===== src/rtl/disp_scan.sv =====
// rtl/disp_scan.sv - binary to BCD converter with sign/blanking and 4-digit scan multiplexer
module disp_scan #(
    parameter int SCAN_DIV = 50000
) (
    input  logic        clk,
    input  logic        rst_n,
    input  logic        load,
    input  logic [13:0] value,
    input  logic        neg,
    input  logic        blank_lz,
    output logic        busy,
    output logic        done,
    output logic [3:0]  bcd,
    output logic [3:0]  dig
);

    localparam int PW = $clog2(SCAN_DIV);
    localparam logic [PW-1:0] PRE_MAX = PW'(SCAN_DIV - 1);

    localparam logic [3:0] CODE_MINUS = 4'hA;
    localparam logic [3:0] CODE_BLANK = 4'hF;

    typedef enum logic [1:0] {
        S_IDLE,
        S_CONV,
        S_FMT
    } state_t;

    state_t        state;
    state_t        state_nx;

    logic [13:0]   shreg;
    logic [15:0]   work;
    logic [15:0]   work_adj;
    logic [3:0]    iter;
    logic          neg_r;
    logic          blank_r;
    logic          ovf_r;
    logic          done_r;
    logic [3:0]    disp [4];
    logic [3:0]    fmt  [4];
    logic [PW-1:0] pre;
    logic [1:0]    idx;
    logic [1:0]    idx_nx;
    logic          pre_tc;

    // Double-dabble correction: every nibble >= 5 gets +3 before the shift
    function automatic logic [15:0] add3(input logic [15:0] x);
        logic [15:0] y;
        y = x;
        for (int i = 0; i < 4; i++) begin
            if (x[4*i +: 4] >= 4'd5) begin
                y[4*i +: 4] = x[4*i +: 4] + 4'd3;
            end
        end
        return y;
    endfunction

    assign work_adj = add3(work);
    assign busy     = (state != S_IDLE);
    assign done     = done_r;

    // State register
    always_ff @(posedge clk or negedge rst_n) begin
        if (!rst_n) begin
            state <= S_IDLE;
        end else begin
            state <= state_nx;
        end
    end

    // Next-state logic: 14 shift iterations, then one format cycle
    always_comb begin
        state_nx = state;
        case (state)
            S_IDLE:  if (load) state_nx = S_CONV;
            S_CONV:  if (iter == 4'd13) state_nx = S_FMT;
            S_FMT:   state_nx = S_IDLE;
            default: state_nx = S_IDLE;
        endcase
    end

    // Sign placement and leading-zero blanking of the finished BCD word
    always_comb begin
        for (int i = 0; i < 4; i++) begin
            fmt[i] = work[4*i +: 4];
        end
        if (ovf_r) begin
            for (int i = 0; i < 4; i++) begin
                fmt[i] = CODE_MINUS;
            end
        end else begin
            if (blank_r) begin
                if (work[15:12] == 4'd0) fmt[3] = CODE_BLANK;
                if (work[15:8]  == 8'd0) fmt[2] = CODE_BLANK;
                if (work[15:4]  == 12'd0) fmt[1] = CODE_BLANK;
            end
            // Magnitude is at most 999 here, so the sign slot never holds a digit
            if (neg_r && (work != 16'd0)) begin
                if (!blank_r)                fmt[3] = CODE_MINUS;
                else if (work[11:8] != 4'd0) fmt[3] = CODE_MINUS;
                else if (work[7:4]  != 4'd0) fmt[2] = CODE_MINUS;
                else                         fmt[1] = CODE_MINUS;
            end
        end
    end

    // Capture, conversion datapath and atomic display update
    always_ff @(posedge clk or negedge rst_n) begin
        if (!rst_n) begin
            shreg   <= '0;
            work    <= '0;
            iter    <= '0;
            neg_r   <= 1'b0;
            blank_r <= 1'b0;
            ovf_r   <= 1'b0;
            done_r  <= 1'b0;
            for (int i = 0; i < 4; i++) begin
                disp[i] <= CODE_BLANK;
            end
        end else begin
            done_r <= 1'b0;
            case (state)
                S_IDLE: begin
                    if (load) begin
                        shreg   <= value;
                        neg_r   <= neg;
                        blank_r <= blank_lz;
                        ovf_r   <= (value > 14'd9999) || (neg && (value > 14'd999));
                        work    <= '0;
                        iter    <= '0;
                    end
                end
                S_CONV: begin
                    work  <= {work_adj[14:0], shreg[13]};
                    shreg <= {shreg[12:0], 1'b0};
                    iter  <= iter + 4'd1;
                end
                S_FMT: begin
                    for (int i = 0; i < 4; i++) begin
                        disp[i] <= fmt[i];
                    end
                    done_r <= 1'b1;
                end
                default: ;
            endcase
        end
    end

    assign pre_tc = (pre == PRE_MAX);
    assign idx_nx = pre_tc ? (idx + 2'd1) : idx;

    // Free-running scan; strobe and code are registered together to avoid ghosting
    always_ff @(posedge clk or negedge rst_n) begin
        if (!rst_n) begin
            pre <= '0;
            idx <= 2'd0;
            dig <= 4'b0001;
            bcd <= CODE_BLANK;
        end else begin
            pre <= pre_tc ? '0 : (pre + PW'(1));
            idx <= idx_nx;
            dig <= 4'b0001 << idx_nx;
            bcd <= disp[idx_nx];
        end
    end

endmodule


===== config.mk =====
export PLATFORM = sky130hd
export DESIGN_NAME = disp_scan
export DESIGN_NICKNAME = d
export VERILOG_FILES = /design/src/rtl/disp_scan.sv
export SDC_FILE = /design/constraint.sdc
export NUM_CORES = 1
export LEC_CHECK = 0
export BUFFER_PORTS_ARGS = -buffer_cell sky130_fd_sc_hd__buf_2
export CORE_UTILIZATION = 30
export DETAILED_ROUTE_END_ITERATION = 10
export SETUP_SLACK_MARGIN = 0.2
export SYNTH_ARGS = -nofsm -noshare
export SYNTH_HDL_FRONTEND = slang
export SYNTH_SLANG_ARGS = --single-unit

===== constraint.sdc =====
create_clock -name clk -period 4.7 [get_ports clk]
set_input_delay 0.94 -clock clk [delete_from_list [all_inputs] [get_ports clk]]
set_output_delay 0.94 -clock clk [all_outputs]
set_load 0.02 [all_outputs]

==> impl_metrics.tcl <==
set metrics [dict create \
    status "complete, no violations" \
    critPathCaptureType "flip-flop" \
    antenna_found_initial 0 \
    synth.top_cell.area_share_pct 37.0 \
    critPathArrivalTime_ns 2.69 \
    yosysSeqAreaShare_pct 50.4 \
    post_cts_resized 0 \
    first_pass_iters 4 \
    synth_top_cell_by_area "dfrtp_1" \
    h-tree-depth 3 \
    ant_nets 0 \
    wl_mm 8.35 \
    leakage_nw 1.98 \
    worst_slew_pin_slew_ns 1.01 \
    drive_gt1_share_pct 19.5 \
    synth_edf_count 0 \
    synthToLayoutAreaGrowth_pct 13.8 \
    reg2reg_depth 5 \
    clkLatencyLatePin_ns 0.34 \
    grt_max_degree 83 \
    avgSynthCellArea_um2 9.99 \
    maxCapViolations 0 \
    num_antenna_cells 0 \
    fillerInstances 1409 \
    dp_cells 597 \
    max_freq_mhz 406 \
    cts_tree "built" \
    start_util_pct 30.9 \
    power_density_nw_per_um2 582 \
    setup_viol 0 \
    fin_nets 463 \
    layout_common_cells "dfrtp_1 (61), nor2_1 (56), nand2_1 (37)" \
    cts.sink_count 82 \
    multi_input_area_um2 1890 \
    r2r-end "bcd[0]" \
    hp-class "reg2reg" \
    start_kind "flip-flop" \
    grt_pass1_wl_mm 14.7 \
    netlist_instances 413 \
    finalHoldViolCount 0 \
    cpPeakStageDelay_ns 0.83 \
    cp.required_ns 4.92 \
    clk_transition_reported_paths_ns 0.06 \
    fin_tns_setup_ns 0 \
    maxSlewViolCount 0 \
    synth_flop_cell "dfrtp_1" \
    total_power_mw 2.73 \
    slowest_stage "and4_1" \
    hold_buffers 0 \
    drc 0 \
    crit_chain "ha_1, and3_1, and4_1, mux2_2, a211oi_1" \
    core_um2 13300 \
    rows 42 \
    cts.path.max_buffers 2 \
    worstHoldStart "disp[15]" \
    postCtsSetupBuffers 0 \
    dieArea_um2 14200 \
    cts_made_buffers 9 \
    synthTopCellsByArea "dfrtp_1 (37%), dfstp_2 (13%), nor2_1 (5.1%), ha_1 (3.6%), nand2_1 (3.4%)" \
    min_period_over_period_pct 52.4 \
    hold_end "disp[15]" \
    initialDrtViolationCount 142 \
    track_usage_pct 13.1 \
    wl_per_cell_um 13.6 \
    layout_commonest_cell "dfrtp_1" \
    regArea_um2 2080 \
    fin_cells 613 \
    crit_fanout 24 \
    vias 3038 \
    stdcell_area_um2 4690 \
    fin_crit_ns 2.46 \
    cts_root_buf "clkbuf_16" \
    crit_start "pre[0]" \
    synth_warnings 0 \
    synth_seq_cells 82 \
    async_flop_share_pct 100 \
    fin_skew_ns 0.00411 \
    grt_pass1_vias 3007 \
    ir_drop_v 0.000321 \
    netlist_area_um2 4130 \
    portBuffers 28 \
    worstReg2RegStart "pre[0]" \
    die_x_um 119 \
    min_path_cells 2 \
    viasPerCell 4.96 \
    syn_nets 444 \
    dpl_cell_area_um2 4390 \
    io_pins 29 \
    globalRoute.totalOverflow 0 \
    die_y_um 119 \
    gp_congestion 0.775 \
    crit_type "reg2reg" \
    grt_setup_unrepaired "false" \
    relSlewSlack_pct 32.3 \
    r2r_setup_slack_ns 2.24 \
    hpwl_mm 5.73 \
    synth_cell_types 61 \
]
-- routing by layer --
metal | up-vias | global-route usage (%) | share of wire [%]
li1 | 1501 | - | -
met1 | 1477 | 17.2 | 48
met2 | 53 | 20.7 | 46
met3 | 7 | 3.98 | 4.3
met4 | 0 | 3.56 | 1.0
met5 | - | 0 | 0
-- synthesized netlist by cell type (all sizes together), types with 4 or more instances --
cell type / n
a211oi: 4
a21oi: 9
a32o: 4
buf: 9
clkbuf: 12
dfrtp: 61
dfstp: 21
ha: 12
inv: 11
mux2: 12
mux2i: 6
nand2: 37
nand2b: 9
nand3: 24
nand4: 4
nor2: 56
nor3: 6
o21ai: 29
o22a: 4
o22ai: 11
o31ai: 9
or3b: 6
xnor2: 10
xor2: 6
-- critical path: cells and delay by family, from the launching register on --
| family | cells | cell delay, ns |
|---|---|---|
| mux | 1 | 0.41 |
| fa+ha+maj | 1 | 0.22 |
| flops | 1 | 0.38 |
| compound gates | 1 | 0.30 |
| simple gates | 2 | 1.03 |
-- kinds of logic after synthesis --
| group | after synthesis | share of synthesized area (%) |
|---|---|---|
| xor+xnor | 16 | 3.58 |
| flops | 82 | 50.4 |
| simple gates | 171 | 20.9 |
| buf+inv | 33 | 3.70 |
| mux | 18 | 4.73 |
| fa+ha+maj | 12 | 3.64 |
| compound gates | 81 | 13.0 |
-- stage by stage --
step                      setup slack, ns  utilization (%)  hold slack, ns
after CTS                            2.22             35.2           0.473
after global routing                 2.08             35.2           0.506
final                                2.24             35.2           0.470
after floorplan                      2.66                -           0.442
after global placement               1.91             32.9           0.461
after detailed placement             1.88             32.9           0.465
-- where the power goes --
part	switching, mW	internal, mW
logic	0.476	0.374
registers	0.204	0.966
clock network	0.273	0.439
-- registers in the layout, indices dropped and copies added (netlist names) --
| signal | flops |
|---|---|
| bcd | 4 |
| blank_r | 1 |
| dig | 4 |
| disp | 16 |
| done | 1 |
| idx | 2 |
| iter | 4 |
| neg_r | 1 |
| ovf_r | 1 |
| pre | 16 |
| shreg | 14 |
| state | 2 |
| work | 16 |
-- how the worst max path moves through the flow --
stage	end	slack, ns
after floorplan	work[11]	2.66
after global placement	work[11]	1.91
after detailed placement	work[3]	1.88
after CTS	bcd[1]	2.22
after global routing	bcd[1]	2.08
final	bcd[0]	2.24
-- area by class of cell --
cell class / instances / share of cell area [%]
Clock buffer: 12 / 5.46
Multi-Input combinational cell: 298 / 40.4
Inverter: 12 / 0.959
Tap cell: 176 / 4.69
Sequential cell: 82 / 44.3
Timing Repair Buffer: 29 / 3.20
Clock inverter: 4 / 1.07
No activity file was read; power rests on OpenSTA's default activity.
